**src/rtl/encoder_pkg.sv**
```systemverilog
// Shared encoder definitions: dir step codes, motion state encodings and step decode.
package encoder_pkg;

  localparam logic [1:0] DIR_NONE = 2'b00;
  localparam logic [1:0] DIR_REV  = 2'b01;
  localparam logic [1:0] DIR_FWD  = 2'b10;
  localparam logic [1:0] DIR_ILL  = 2'b11;

  typedef enum logic [1:0] {
    STOPPED = 2'b00,
    FWD     = 2'b01,
    REV     = 2'b10
  } motion_t;

  // Illegal codes decode to no movement; the caller flags them separately.
  function automatic logic signed [1:0] dir_to_step(input logic [1:0] d);
    logic signed [1:0] s;
    case (d)
      DIR_FWD: s = 2'sb01;
      DIR_REV: s = 2'sb11;
      default: s = 2'sb00;
    endcase
    return s;
  endfunction

endpackage

```
**src/rtl/enc_vel_window.sv**
```systemverilog
// Velocity sampler: counts signed steps over a fixed WINDOW-cycle window and
// publishes the saturated total with a one-cycle vel_valid strobe.
module enc_vel_window
  import encoder_pkg::*;
#(
  parameter int VEL_W  = 12,
  parameter int WINDOW = 1000
) (
  input  logic                    clk,
  input  logic                    rst_n,
  input  logic signed [1:0]       step,
  output logic signed [VEL_W-1:0] vel,
  output logic                    vel_valid
);

  localparam int CNT_W = (WINDOW > 2) ? $clog2(WINDOW) : 1;
  localparam logic [CNT_W-1:0] CNT_LAST = CNT_W'(WINDOW - 1);

  logic [CNT_W-1:0]        r_win_cnt;
  logic signed [VEL_W-1:0] r_acc;
  logic signed [VEL_W-1:0] r_vel;
  logic                    r_vel_valid;
  logic signed [VEL_W-1:0] w_acc_next;
  logic                    w_last;

  // One-bit headroom add; a sign mismatch between the top two bits means overflow.
  function automatic logic signed [VEL_W-1:0] sat_add(
    input logic signed [VEL_W-1:0] a,
    input logic signed [1:0]       s
  );
    logic signed [VEL_W:0] sum;
    sum = {a[VEL_W-1], a} + {{(VEL_W-1){s[1]}}, s};
    if (sum[VEL_W] != sum[VEL_W-1])
      return sum[VEL_W] ? {1'b1, {(VEL_W-1){1'b0}}} : {1'b0, {(VEL_W-1){1'b1}}};
    else
      return sum[VEL_W-1:0];
  endfunction

  assign w_last     = (r_win_cnt == CNT_LAST);
  assign w_acc_next = sat_add(r_acc, step);

  always_ff @(posedge clk or negedge rst_n) begin
    if (!rst_n) begin
      r_win_cnt   <= '0;
      r_acc       <= '0;
      r_vel       <= '0;
      r_vel_valid <= 1'b0;
    end else begin
      r_vel_valid <= w_last;
      if (w_last) begin
        r_win_cnt <= '0;
        r_acc     <= '0;
        r_vel     <= w_acc_next;
      end else begin
        r_win_cnt <= r_win_cnt + 1'b1;
        r_acc     <= w_acc_next;
      end
    end
  end

  assign vel       = r_vel;
  assign vel_valid = r_vel_valid;

endmodule

```
**src/rtl/encoder_position.sv**
```systemverilog
// Position/speed tracker fed by the quadrature direction decoder.
// Define ENCODER_POS_SATURATE_EN to clamp pos at its limits instead of wrapping.
module encoder_position
  import encoder_pkg::*;
#(
  parameter int POS_W     = 16,
  parameter int VEL_W     = 12,
  parameter int WINDOW    = 1000,
  parameter int STALL_CYC = 50000
) (
  input  logic                    clk,
  input  logic                    rst_n,
  input  logic [1:0]              dir,
  input  logic                    clear,
  input  logic                    err_clr,
  output logic signed [POS_W-1:0] pos,
  output logic signed [VEL_W-1:0] vel,
  output logic                    vel_valid,
  output logic [1:0]              motion,
  output logic                    err
);

  localparam int IDLE_W = (STALL_CYC > 2) ? $clog2(STALL_CYC) : 1;
  localparam logic [IDLE_W-1:0] IDLE_LAST = IDLE_W'(STALL_CYC - 1);

  logic signed [1:0]       w_step;
  logic                    w_ill;
  logic signed [POS_W:0]   w_pos_sum;
  logic signed [POS_W-1:0] w_pos_next;
  logic signed [POS_W-1:0] r_pos;
  logic                    r_err;
  motion_t                 r_motion;
  logic [IDLE_W-1:0]       r_idle;

  assign w_step    = dir_to_step(dir);
  assign w_ill     = (dir == DIR_ILL);
  assign w_pos_sum = {r_pos[POS_W-1], r_pos} + {{(POS_W-1){w_step[1]}}, w_step};

`ifdef ENCODER_POS_SATURATE_EN
  // A unit step can only overshoot by one, so dropping it equals clamping.
  assign w_pos_next = (w_pos_sum[POS_W] != w_pos_sum[POS_W-1]) ? r_pos
                                                               : w_pos_sum[POS_W-1:0];
`else
  assign w_pos_next = w_pos_sum[POS_W-1:0];
`endif

  always_ff @(posedge clk or negedge rst_n) begin
    if (!rst_n) begin
      r_pos <= '0;
      r_err <= 1'b0;
    end else begin
      r_pos <= clear ? '0 : w_pos_next;
      if (w_ill)
        r_err <= 1'b1;
      else if (err_clr)
        r_err <= 1'b0;
    end
  end

  // Motion FSM: any step re-arms the stall timer; reversal skips STOPPED.
  always_ff @(posedge clk or negedge rst_n) begin
    if (!rst_n) begin
      r_motion <= STOPPED;
      r_idle   <= '0;
    end else begin
      case (dir)
        DIR_FWD: begin
          r_motion <= FWD;
          r_idle   <= '0;
        end
        DIR_REV: begin
          r_motion <= REV;
          r_idle   <= '0;
        end
        default: begin
          if (r_idle == IDLE_LAST)
            r_motion <= STOPPED;
          else
            r_idle <= r_idle + 1'b1;
        end
      endcase
    end
  end

  enc_vel_window #(
    .VEL_W  (VEL_W),
    .WINDOW (WINDOW)
  ) u_vel_window (
    .clk       (clk),
    .rst_n     (rst_n),
    .step      (w_step),
    .vel       (vel),
    .vel_valid (vel_valid)
  );

  assign pos    = r_pos;
  assign motion = r_motion;
  assign err    = r_err;

endmodule

```
**config.mk**
```make
export PLATFORM = sky130hd
export DESIGN_NAME = encoder_position
export DESIGN_NICKNAME = d
export VERILOG_FILES = /design/src/rtl/encoder_pkg.sv /design/src/rtl/enc_vel_window.sv /design/src/rtl/encoder_position.sv
export SDC_FILE = /design/constraint.sdc
export NUM_CORES = 1
export LEC_CHECK = 0
export BUFFER_PORTS_ARGS = -buffer_cell sky130_fd_sc_hd__buf_2
export CAP_MARGIN = 20
export CORE_ASPECT_RATIO = 2
export CORE_MARGIN = 3
export CORE_UTILIZATION = 63
export CTS_BUF_LIST = sky130_fd_sc_hd__clkbuf_8
export DETAILED_ROUTE_END_ITERATION = 8
export MAX_ROUTING_LAYER = met4
export PLACE_DENSITY = 0.84
export SKIP_LAST_GASP = 1
export SLEW_MARGIN = 15
export SYNTH_ARGS = -nofsm -noshare
export SYNTH_HDL_FRONTEND = slang
export SYNTH_SLANG_ARGS = --single-unit
```
**constraint.sdc**
```tcl
create_clock -name clk -period 4.5 [get_ports clk]
set_input_delay 0.225 -clock clk [delete_from_list [all_inputs] [get_ports clk]]
set_output_delay 0.225 -clock clk [all_outputs]
set_load 0.1 [all_outputs]
```
======== Word level (Yosys, flattened, before mapping) ========
Cells that the tools add are included.
storage, ports and cells
  register bits ........................... 70
  input port bits ......................... 6
  output and inout bits ................... 32
  logic and storage cells ................. 34
operators by class
  $add $sub $neg .......................... 4
  equality and inequality tests ........... 7
  multiplexer cells ....................... 12
  reductions and logical operators ........ 3
operators with widths
  cell                     count
  $mux W16                 3
  $mux W12                 3
  $add A16 B1 Y16 const B  1
  $add A16 B2 Y16          1
  $eq A16 B16 Y1 const B   1
  $add A12 B2 Y13          1
  $add A10 B1 Y10 const B  1
  $eq A10 B10 Y1 const B   1
  $mux W10                 1
  $pmux W2 S2              2
  $eq A2 B2 Y1 const B     2
  $reduce_bool A3 Y1       1
  $eq A2 B1 Y1 const B     1
  $mux W1                  2
  $mux W2                  1
  $ne A2 B2 Y1 const B     1
  $reduce_bool A2 Y1       1
  $reduce_or A2 Y1         1
  $ne A1 B1 Y1             1

======== Depth between registers and ports, before layout ========
Gate-level depths: netlist of the first run.
  word-level depth ........................ 6
  gate-level depth with buffers ........... 17
  depth with buffers taken out ............ 12

======== By module ========
From an unflattened synthesis of the first run, not the netlist that was laid out.
second synthesis, totals
  cell total of the unflattened synthesis .. 502
  area, all modules ....................... 4,541.9 µm²
by module, submodules not included
  module            instances  cells an instance  area each (µm²)  seq. area each (µm²)
  encoder_position  1          289                2,503.7          875.8
  enc_vel_window    1          213                2,038.2          875.8

======== Worst setup path after synthesis of the first run ========
OpenSTA, ideal clock, no wires.
  path kind ............................... input port to flip-flop
  start ................................... input dir[1]
  end ..................................... register r_pos[14], in the netlist pos[14]
  library setup time ...................... 0.125 ns
  arrival ................................. 3.453 ns
  data required time ...................... 4.375 ns
  path slack .............................. 0.922 ns
  stages .................................. 16
  buffers on the path ..................... 6
  path through ............................ inv_1 > ha_1 > buf_4 > buf_2 > buf_2 > buf_2 > buf_2 > buf_2 > xor2_1 > ha_1 > a31oi_1 > o22ai_1 > a221oi_2 > o21ai_0 > a311oi_1 > mux2_2
between the ends
  longest elaborated chain between the ends .. 4
  elaborated cells on any way between the ends .. 5
  those cells by class .................... 1 x add/sub; 2 x eq/ne; 2 x mux
ends and longest elaborated chain
  what                                          RTL line                text
  start, declared                               encoder_position.sv:13  input logic [1:0] dir,
  $eq A2 B1 Y1 or $eq A2 B2 Y1 (tied branches)  encoder_pkg.sv:18       case (d)
  $pmux W2 S2 (*)                               encoder_pkg.sv:18
  named net u_vel_window.step[1]                enc_vel_window.sv:11    input logic signed [1:0] step,
  $add A16 B2 Y16 (*)                           encoder_position.sv:37  assign w_pos_sum = {r_pos[POS_W-1], r_pos} + {{(POS_W-1){w_step[1]}}, w_step};
  $mux W16 (*)                                  encoder_position.sv:52  r_pos <= clear ? '0 : w_pos_next;
  end signal, assigned                          encoder_position.sv:52
  end, declared                                 encoder_position.sv:30  logic signed [POS_W-1:0] r_pos;
The timed path passes the listed nets; every way through them passes the cells marked *.
A chain may end at the register's enable or synchronous reset.

======== Final worst setup path of the first run ========
  start ................................... input dir[0]
  end ..................................... register u_vel_window.r_vel[6], in the netlist u_vel_window.vel[6]
between the ends
  longest elaborated chain between the ends .. 5
  elaborated cells on any way between the ends .. 7
  those cells by class .................... 1 x add/sub; 3 x eq/ne; 3 x mux
ends and longest elaborated chain
  what                                          RTL line                                    text
  $eq A2 B1 Y1 or $eq A2 B2 Y1 (tied branches)  encoder_pkg.sv:18
  $pmux W2 S2 (*)                               encoder_pkg.sv:18
  $add A12 B2 Y13 (*)                           enc_vel_window.sv:32                        sum = {a[VEL_W-1], a} + {{(VEL_W-1){s[1]}}, s};
  $mux W12 or $ne A1 B1 Y1 (tied branches)      enc_vel_window.sv:34, enc_vel_window.sv:33
  $mux W12 (*)                                  enc_vel_window.sv:33                        if (sum[VEL_W] != sum[VEL_W-1])
  end signal, assigned                          enc_vel_window.sv:53                        r_vel <= w_acc_next;
  end, declared                                 enc_vel_window.sv:21                        logic signed [VEL_W-1:0] r_vel;
Mark *: on every way between the ends. The rest lies on a longest branch, timed or not.

==> reports/qor.yml, run 1 <==
critPathKind: "input pin to register"
maxCapViolations: 0
yosysSeqAreaShare_pct: 40.5
p_comb_share_pct: 38.8
drt_iter0_markers: 292
postCtsSetupRepairBufs: 0
async_flop_share_pct: 100
multi_input_area_sq_um: 2390
holdBufCountCts: 0
finalCritPeriodShare_pct: 65.7
required_ns: 4.73
drv_slew: 0
wirelength_microns: 9360
track_usage_pct: 25.5
synth.ff_latch_count: 70
max_freq_mhz: 338
core_sq_um: 6620
grt_pass1_wl_microns: 15400
numPortBuffers: 37
place.gp.congestion: 0.911
irDropWorstVdd_mv: 0.284
grt_max_degree: 71
grt_pass1_vias: 3469
clock-root-buffer: "clkbuf_8"
hpwlAfterDp_microns: 6740
syn_area_per_cell_sq_um: 8.94
die_w_microns: 64.6
critPathCaptureType: "register"
placed_cells: 582
cts-htree-levels: 3
min_period_ns: 2.95
setup_viol: 0
area_growth_pct: 9.08
num_rows: 42
rsz0062_at_grt: "no"
grt.overflow.total: 0
dr.pass1.iters: 5
synthesis.nets: 503
finalClockSkew_ns: 0.0110
die_area_sq_um: 7960
clock-sinks: 70
outcome: "completed"
layout.cells.non_filler: 597
path_clk_slew_ns: 0.07
hold_viol_final: 0
via_per_inst: 6.02
num_vias: 3592
swShare_pct: 42.3
p_int_mw: 1.35
synth_area_sq_um: 4330
clk_path_buf_depth: 2
cp_max_fo: 17
drc: 0
start_kind: "input pin"
insertion_delay_ns: 0.35
p_seq_share_pct: 37.7
wl_per_cell_microns: 15.7
io_pins: 38
die_h_microns: 123
ant_nets: 0
ys.warnings.count: 0
synth_edf_count: 0
cts_tree: "yes"
diodes: 0
layout-drive-gt1-share_pct: 14.3
nets: 524
slew_headroom_pct: 34.5
syn_inst: 484
min_path_type: "input pin to asynchronous set/reset pin"
p_clk_share_pct: 23.5
p_leak_nw: 2.08
fillCellCount: 538
antenna_found_initial: 0
fin_tns_setup_ns: 0
numCtsBuffers: 9
synthFlopType: "dfrtp_1"
max_slew.worst_pin.slew_ns: 0.983
start_util_pct: 65.4
switching_power_mw: 0.986
p_per_area_nw_per_um2: 494
seq_area_sq_um: 1750
crit_arrival_ns: 3.19
ctsResizeCount: 0
synth.distinct_cells: 68
==> registers in the layout (all words and copies together) (netlist names) <==
register and count:
err 1, motion 2, pos 16, r_idle 16, u_vel_window.r_acc 12, u_vel_window.r_win_cnt 10
u_vel_window.vel 12, u_vel_window.vel_valid 1
==> per-stage QoR <==
stage / power (mW) / util [%] / setup WS, ns / hold slack (ns) / instance area, sq um
2_1_floorplan: 1.63 / - / 0.922 / -0.0706 / 4330
3_3_place_gp: 1.76 / 68.1 / 1.29 / 0.457 / 4510
3_5_place_dp: 1.79 / 68.1 / 1.20 / 0.480 / 4510
4_1_cts: 2.34 / 71.3 / 1.56 / 0.105 / 4720
5_1_grt: 2.47 / 71.3 / 1.22 / 0.136 / 4720
6_report: 2.33 / 71.3 / 1.55 / 0.0709 / 4720
==> Yosys cell counts (all sizes together) (4+ instances only) <==
master   number  area [sq um]
a21o          4          30.0
a21oi        37           189
a2bb2oi       5          43.8
a31oi         4          25.0
and2          5          31.3
and3          6          37.5
and4          4          35.0
buf          12          71.3
clkbuf       18          68.8
dfrtp        70          1750
ha           13           163
inv          13          48.8
mux2          7          78.8
nand2        25          93.8
nand2b        5          31.3
nand3        15          75.1
nand4         8          50.1
nor2         81           304
nor2b         6          37.5
nor3          8          40.0
o21a          4          30.0
o21ai        24           124
o22ai         4          38.8
o31a          4          37.5
o31ai         6          63.8
or3           4          25.0
xnor2        26           228
xor2         26           228
==> cell families after synthesis <==
kind of cell | after synthesis | synth area share [%]
adder cells (fa/ha/maj) | 14 | 3.99
XOR/XNOR | 52 | 10.5
multiplexers | 9 | 2.28
AO/OA/AOI/OAI | 111 | 17.4
AND/OR/NAND/NOR | 184 | 20.9
buffers and inverters | 44 | 4.45
flip-flops | 70 | 40.5
==> cell type report <==
class                      instances  share of cell area (%)
clock inverter                     6                    1.88
timing repair buffer              40                    4.40
sequential                        70                    37.1
tap                               88                    2.33
inverter                          14                    1.11
multi-input combinational        370                    50.6
clock buffer                       9                    2.62
==> per-layer routing <==
layer	vias up	global-route usage (%)	share of wire, %
li1	1748	-	-
met1	1741	26.4	39
met2	77	45.9	55
met3	26	4.55	2.9
met4	0	12.2	3.5
met5	-	-	0
==> power groups by stage <==
stage	logic, mW	clock network, mW	registers, mW
6_report	0.904	0.549	0.880
3_5_place_dp	0.899	0	0.889
3_3_place_gp	0.883	0	0.880
4_1_cts	0.905	0.560	0.876
5_1_grt	0.986	0.584	0.897
2_1_floorplan	0.646	0	0.986
==> worst max-delay path, cell delays in order <==
cell and delay, ns:
buf_2 0.12, inv_1 0.05, ha_1 0.31, inv_1 0.40, ha_1 0.32, ha_1 0.22
nand4bb_1 0.10, and4_1 0.30, a311oi_1 0.34, xor2_1 0.28, maj3_1 0.23, a2bb2oi_1 0.21
o21ai_1 0.09
==> final timing paths <==
kind | start | end | slack (ns) | cells after the start
min in group clk | err_clr | err | 0.13 | 3
max | dir[0] | u_vel_window.vel[6] | 1.55 | 13
max in group asynchronous | rst_n | r_idle[6] | 3.85 | 2
max reg2reg | pos[1] | pos[14] | 1.79 | 8
min | rst_n | pos[4] | 0.07 | 2
min reg2reg | err | err | 0.49 | 1
==> placed cells by master (no fill, tap or decap), drive strengths merged, types with 5 or more instances in the layout <==
master and count:
a21oi 37, a2bb2oi 5, and2 5, and3 6
buf 40, clkbuf 9, dfrtp 70, ha 13
inv 14, mux2 7, nand2 25, nand2b 5
nand3 15, nand4 8, nor2 81, nor2b 6
nor3 8, o21ai 24, o31ai 6, xnor2 26
xor2 26
Note: power is estimated with default switching activity, not from simulation.
==> run 2: changes to the inputs <==
- CORE_UTILIZATION: 63 -> 56
- PLACE_DENSITY: 0.84 -> 0.79
- clock period: 4.5 -> 2.6 ns (I/O delays scaled with it)
==> run 2 against run 1 <==
  * Routed wire length rose by 11%
  * Cell count is 7.5% higher
  * Critical path type is now register to register
  * Sequential share of layout area fell by 3.1 points
  * Sequential power is 73% higher
  * Via count increased by 4.8%
  * Critical path depth down 5
==> reports/qor.yml, run 2 (synthesis results as in run 1) <==
clock-root-buffer: "clkbuf_8"
r2r_start: "pos[1]"
grt.overflow.total: 0
required_ns: 2.85
track_usage_pct: 26.3
num_rows: 44
hpwlAfterDp_microns: 7690
postLayoutCoreUtil_pct: 70.0
nets: 564
setup_viol: 0
grt_max_degree: 48
area_growth_pct: 19.3
multi_input_area_sq_um: 2500
grt_pass1_wl_microns: 17000
reg2regPathDepth: 8
start_kind: "register"
hold_viol_final: 0
rsz0062_at_grt: "no"
place_area_sq_um: 4900
dp_slack_ns: -0.109
fillCellCount: 622
antenna_found_initial: 0
place.gp.congestion: 0.869
wirelength_microns: 10400
placed_cells: 625
r2r_setup_slack_ns: 0.14
hold_start: "err_clr"
path_clk_slew_ns: 0.08
insertion_delay_ns: 0.36
ant_nets: 0
fin_ws_ns: 0.137
clock-sinks: 70
min_path_cells: 3
fin_area_sq_um: 5170
outcome: "completed"
max_freq_mhz: 406
layout_commonest_cell: "nor2_1"
start_util_pct: 58.7
numCtsBuffers: 9
core_sq_um: 7380
wl_per_cell_microns: 16.2
layout_common_cells: "nor2_1, dfrtp_1, buf_4"
min_period_ns: 2.46
cp_max_fo: 8
p_per_area_nw_per_um2: 832
dr.pass1.iters: 4
die_area_sq_um: 8890
min_to: "err"
crit_arrival_ns: 2.71
drv_slew: 0
reg2reg_to: "pos[14]"
fin_tns_setup_ns: 0
die_h_microns: 130
seq_area_sq_um: 1750
die_w_microns: 68.2
grt_pass1_vias: 3754
p_leak_nw: 2.29
cts_tree: "yes"
io_pins: 38
num_vias: 3764
layout.cells.non_filler: 642
irDropWorstVdd_mv: 0.598
clk_path_buf_depth: 2
finalCritPeriodShare_pct: 94.7
startpoint: "pos[1]"
diodes: 0
drt_iter0_markers: 165
postCtsSetupRepairBufs: 0
finalPower_mw: 4.30
critPathCaptureType: "register"
critPathKind: "register to register"
numPortBuffers: 37
layout-drive-gt1-share_pct: 24.2
drc: 0
min_path_type: "input pin to register"
slew_headroom_pct: 57.8
max_slew.worst_pin.slew_ns: 0.633
via_per_inst: 5.86
whs_ns: 0.0463
maxCapViolations: 0
finalClockSkew_ns: 0.00454
cts-htree-levels: 3
-- run 2: worst max path at each step --
stage / endpoint / depth (start not counted)
2_1_floorplan: pos[14] / 16
3_3_place_gp: pos[14] / 12
3_5_place_dp: u_vel_window.vel[6] / 13
4_1_cts: u_vel_window.vel[6] / 9
5_1_grt: pos[14] / 8
6_report: pos[14] / 8
-- run 2: power breakdown --
part | leakage (nW) | internal, mW | switching (mW)
Clock | 0.107 | 0.495 | 0.438
Combinational | 1.33 | 0.713 | 1.13
Sequential | 0.857 | 1.25 | 0.276
Total | 2.29 | 2.46 | 1.84
-- run 2: area by class of cell --
type | instances | area share [%]
flip-flops and latches | 70 | 34.0
clock buffers | 11 | 2.93
inverters | 14 | 1.26
multi-input cells | 370 | 48.4
clock inverters | 5 | 1.14
well taps | 92 | 2.23
repair buffers | 80 | 10.1
-- run 2: routing by layer --
layer  wire length (microns)  track usage [%]
met1                    3730             26.5
met2                    5880             46.5
met3                     378             5.43
met4                     395             12.7
met5                       0                -
-- run 2: worst max-delay path, cell delays in order (launching register included) --
cell and delay, ns:
dfrtp_2 0.47, xor2_1 0.17, ha_2 0.20, a31oi_1 0.19, o22ai_2 0.14, a221oi_4 0.36, o21ai_1 0.13, a311oi_1 0.31
mux2_2 0.37
-- run 2: repair_timing --
action	4_1_cts	5_1_grt
endpoints found under the setup margin	0	8
endpoints found under the hold margin	23	0
resized for setup	0	7
hold buffers	1	0
==> run 3: changes to the inputs <==
- GPL_TIMING_DRIVEN: unset -> 0
==> run 3 against run 2 <==
  * Sequential share of layout area about the same
  * Power up 0.13%
  * Cell count increased by 0.47%
  * Worst hold slack better by 0.0072 ns
  * Combinational power grew 13%
  * Maximum frequency is 2.3% lower
  * Worst setup slack lost 0.058 ns
  * Non-clock buffer count increased by 3
  * Clock skew up 0.0049 ns
  * Sequential cell count did not move
  * Routed wire length is 2.2% higher
  * Global-route usage rose by 0.82 points
  * Largest cell class unchanged
==> reports/qor.yml, run 3 (synthesis results as in run 1) <==
layout.cells.non_filler: 645
start_kind: "register"
startpoint: "pos[1]"
cp_max_fo: 8
path_clk_slew_ns: 0.08
diodes: 0
num_rows: 44
cts_tree: "yes"
path_cells: "xor2_1 > ha_2 > nand3_1 > nor2_1 > a221oi_4 > buf_4 > o311a_1 > a32oi_1 > mux2_2"
antenna_found_initial: 0
dr.pass1.iters: 5
finalPower_mw: 4.30
core_sq_um: 7380
die_h_microns: 130
clock-sinks: 70
drc: 0
cpPeakStageDelay_ns: 0.47
numPortBuffers: 37
r2r_setup_slack_ns: 0.08
wl_per_cell_microns: 16.4
insertion_delay_ns: 0.36
grt_pass1_vias: 3801
irDropWorstVdd_mv: 0.465
max_slew.worst_pin.slew_ns: 0.572
whs_ns: 0.0535
drt_iter0_markers: 254
crit_slowest_cell: "dfrtp_2"
hpwlAfterDp_microns: 7630
io_pins: 38
p_leak_nw: 2.28
die_w_microns: 68.2
critPathCaptureType: "register"
grt_max_degree: 38
ant_nets: 0
area_growth_pct: 19.4
clock-root-buffer: "clkbuf_8"
layout-drive-gt1-share_pct: 22.4
start_util_pct: 58.7
r2r_start: "pos[1]"
crit_end: "pos[12]"
gr-usage-met3_pct: 4.31
numCtsBuffers: 9
grt_pass1_wl_microns: 17600
num_vias: 3807
wirelength_microns: 10600
reg2reg_to: "pos[12]"
reg2regPathDepth: 9
die_area_sq_um: 8890
min_period_ns: 2.52
via_per_inst: 5.90
maxCapViolations: 0
setup_viol: 0
clk_path_buf_depth: 2
min_path_type: "input pin to register"
track_usage_pct: 27.1
layout_common_cells: "nor2_1, dfrtp_1, buf_2"
use_met2_pct: 47.4
layout_commonest_cell: "nor2_1"
nets: 567
hold_viol_final: 0
finalClockSkew_ns: 0.00941
drv_slew: 0
fin_tns_setup_ns: 0
p_per_area_nw_per_um2: 833
place.gp.congestion: 0.873
busiest_layer: "met2"
grt.overflow.total: 0
grtUsageMet1_pct: 27.7
slew_headroom_pct: 61.4
finalCritPeriodShare_pct: 97.0
placed_cells: 614
required_ns: 2.85
max_freq_mhz: 397
rsz0062_at_grt: "no"
cts-htree-levels: 3
critPathKind: "register to register"
crit_arrival_ns: 2.77
outcome: "completed"
==> run 3: cell count changes in the layout (fill, tap and decap cells not counted), moves of 2 or more <==
cell	before	now
buf_4	41	21
clkbuf_1	0	14
buf_12	1	4
ha_1	10	7
buf_6	0	2
clkbuf_2	0	2
clkbuf_8	11	9
clkinv_2	0	2
clkinv_4	2	0
ha_2	2	4
==> run 3: cell type report <==
class	count	area, sq um
Multi-Input combinational cell	370	2520
Clock buffer	9	124
Fill cell	602	2210
Tap cell	92	115
Timing Repair Buffer	59	389
Inverter	14	68.8
Clock inverter	7	58.8
Buffer	24	141
Sequential cell	70	1750
==> run 3: worst min path at each step <==
stage              to  slack, ns  depth (start not counted)  startpoint
2_1_floorplan     err      -0.17                          0       rst_n
3_3_place_gp      err       0.40                          3     err_clr
3_5_place_dp   pos[4]       0.11                          1       rst_n
4_1_cts           err       0.02                          3     err_clr
5_1_grt           err       0.05                          3     err_clr
6_report          err       0.05                          3     err_clr
==> run 3: worst max-delay path, delay by kind of cell (launching register included) <==
kind	cells	cell delay (ns)
AOI/OAI and AO/OA	3	0.67
xor gates and xnor gates	1	0.17
DFF	1	0.47
muxes	1	0.36
adders and majority gates	1	0.23
buffers and inverters	1	0.17
and+or+nand+nor	2	0.34
==> run 3: per-layer routing <==
| metal | vias up | share of wire (%) |
|---|---|---|
| met5 | - | 0 |
| met4 | 0 | 4.3 |
| met3 | 45 | 4.1 |
| met2 | 131 | 55 |
| met1 | 1809 | 37 |
| li1 | 1822 | - |
==> run 3: report_power, final <==
part | switching, mW | total (mW) | internal (mW) | leakage, nW
Sequential | 0.127 | 1.38 | 1.25 | 0.857
Combinational | 1.30 | 2.08 | 0.781 | 1.32
Clock | 0.417 | 0.847 | 0.429 | 0.103
Total | 1.84 | 4.30 | 2.46 | 2.28
==> run 3: through the flow <==
| stage | util (%) | setup slack (ns) | cell area, sq um |
|---|---|---|---|
| 2_1_floorplan | - | -0.422 | 4460 |
| 3_3_place_gp | 64.5 | -1.04 | 4760 |
| 3_5_place_dp | 64.8 | -1.08 | 4780 |
| 4_1_cts | 68.9 | 0.0179 | 5080 |
| 5_1_grt | 70.0 | 0.000314 | 5170 |
| 6_report | 70.0 | 0.0783 | 5170 |
==> run 3: timing repair <==
action	in CTS	in global routing
hold buffers	1	0
gates cloned	0	0
resized for setup	12	10
setup buffers	9	11
setup endpoints to repair	32	28
hold endpoints to repair	33	0
pin swaps	11	8
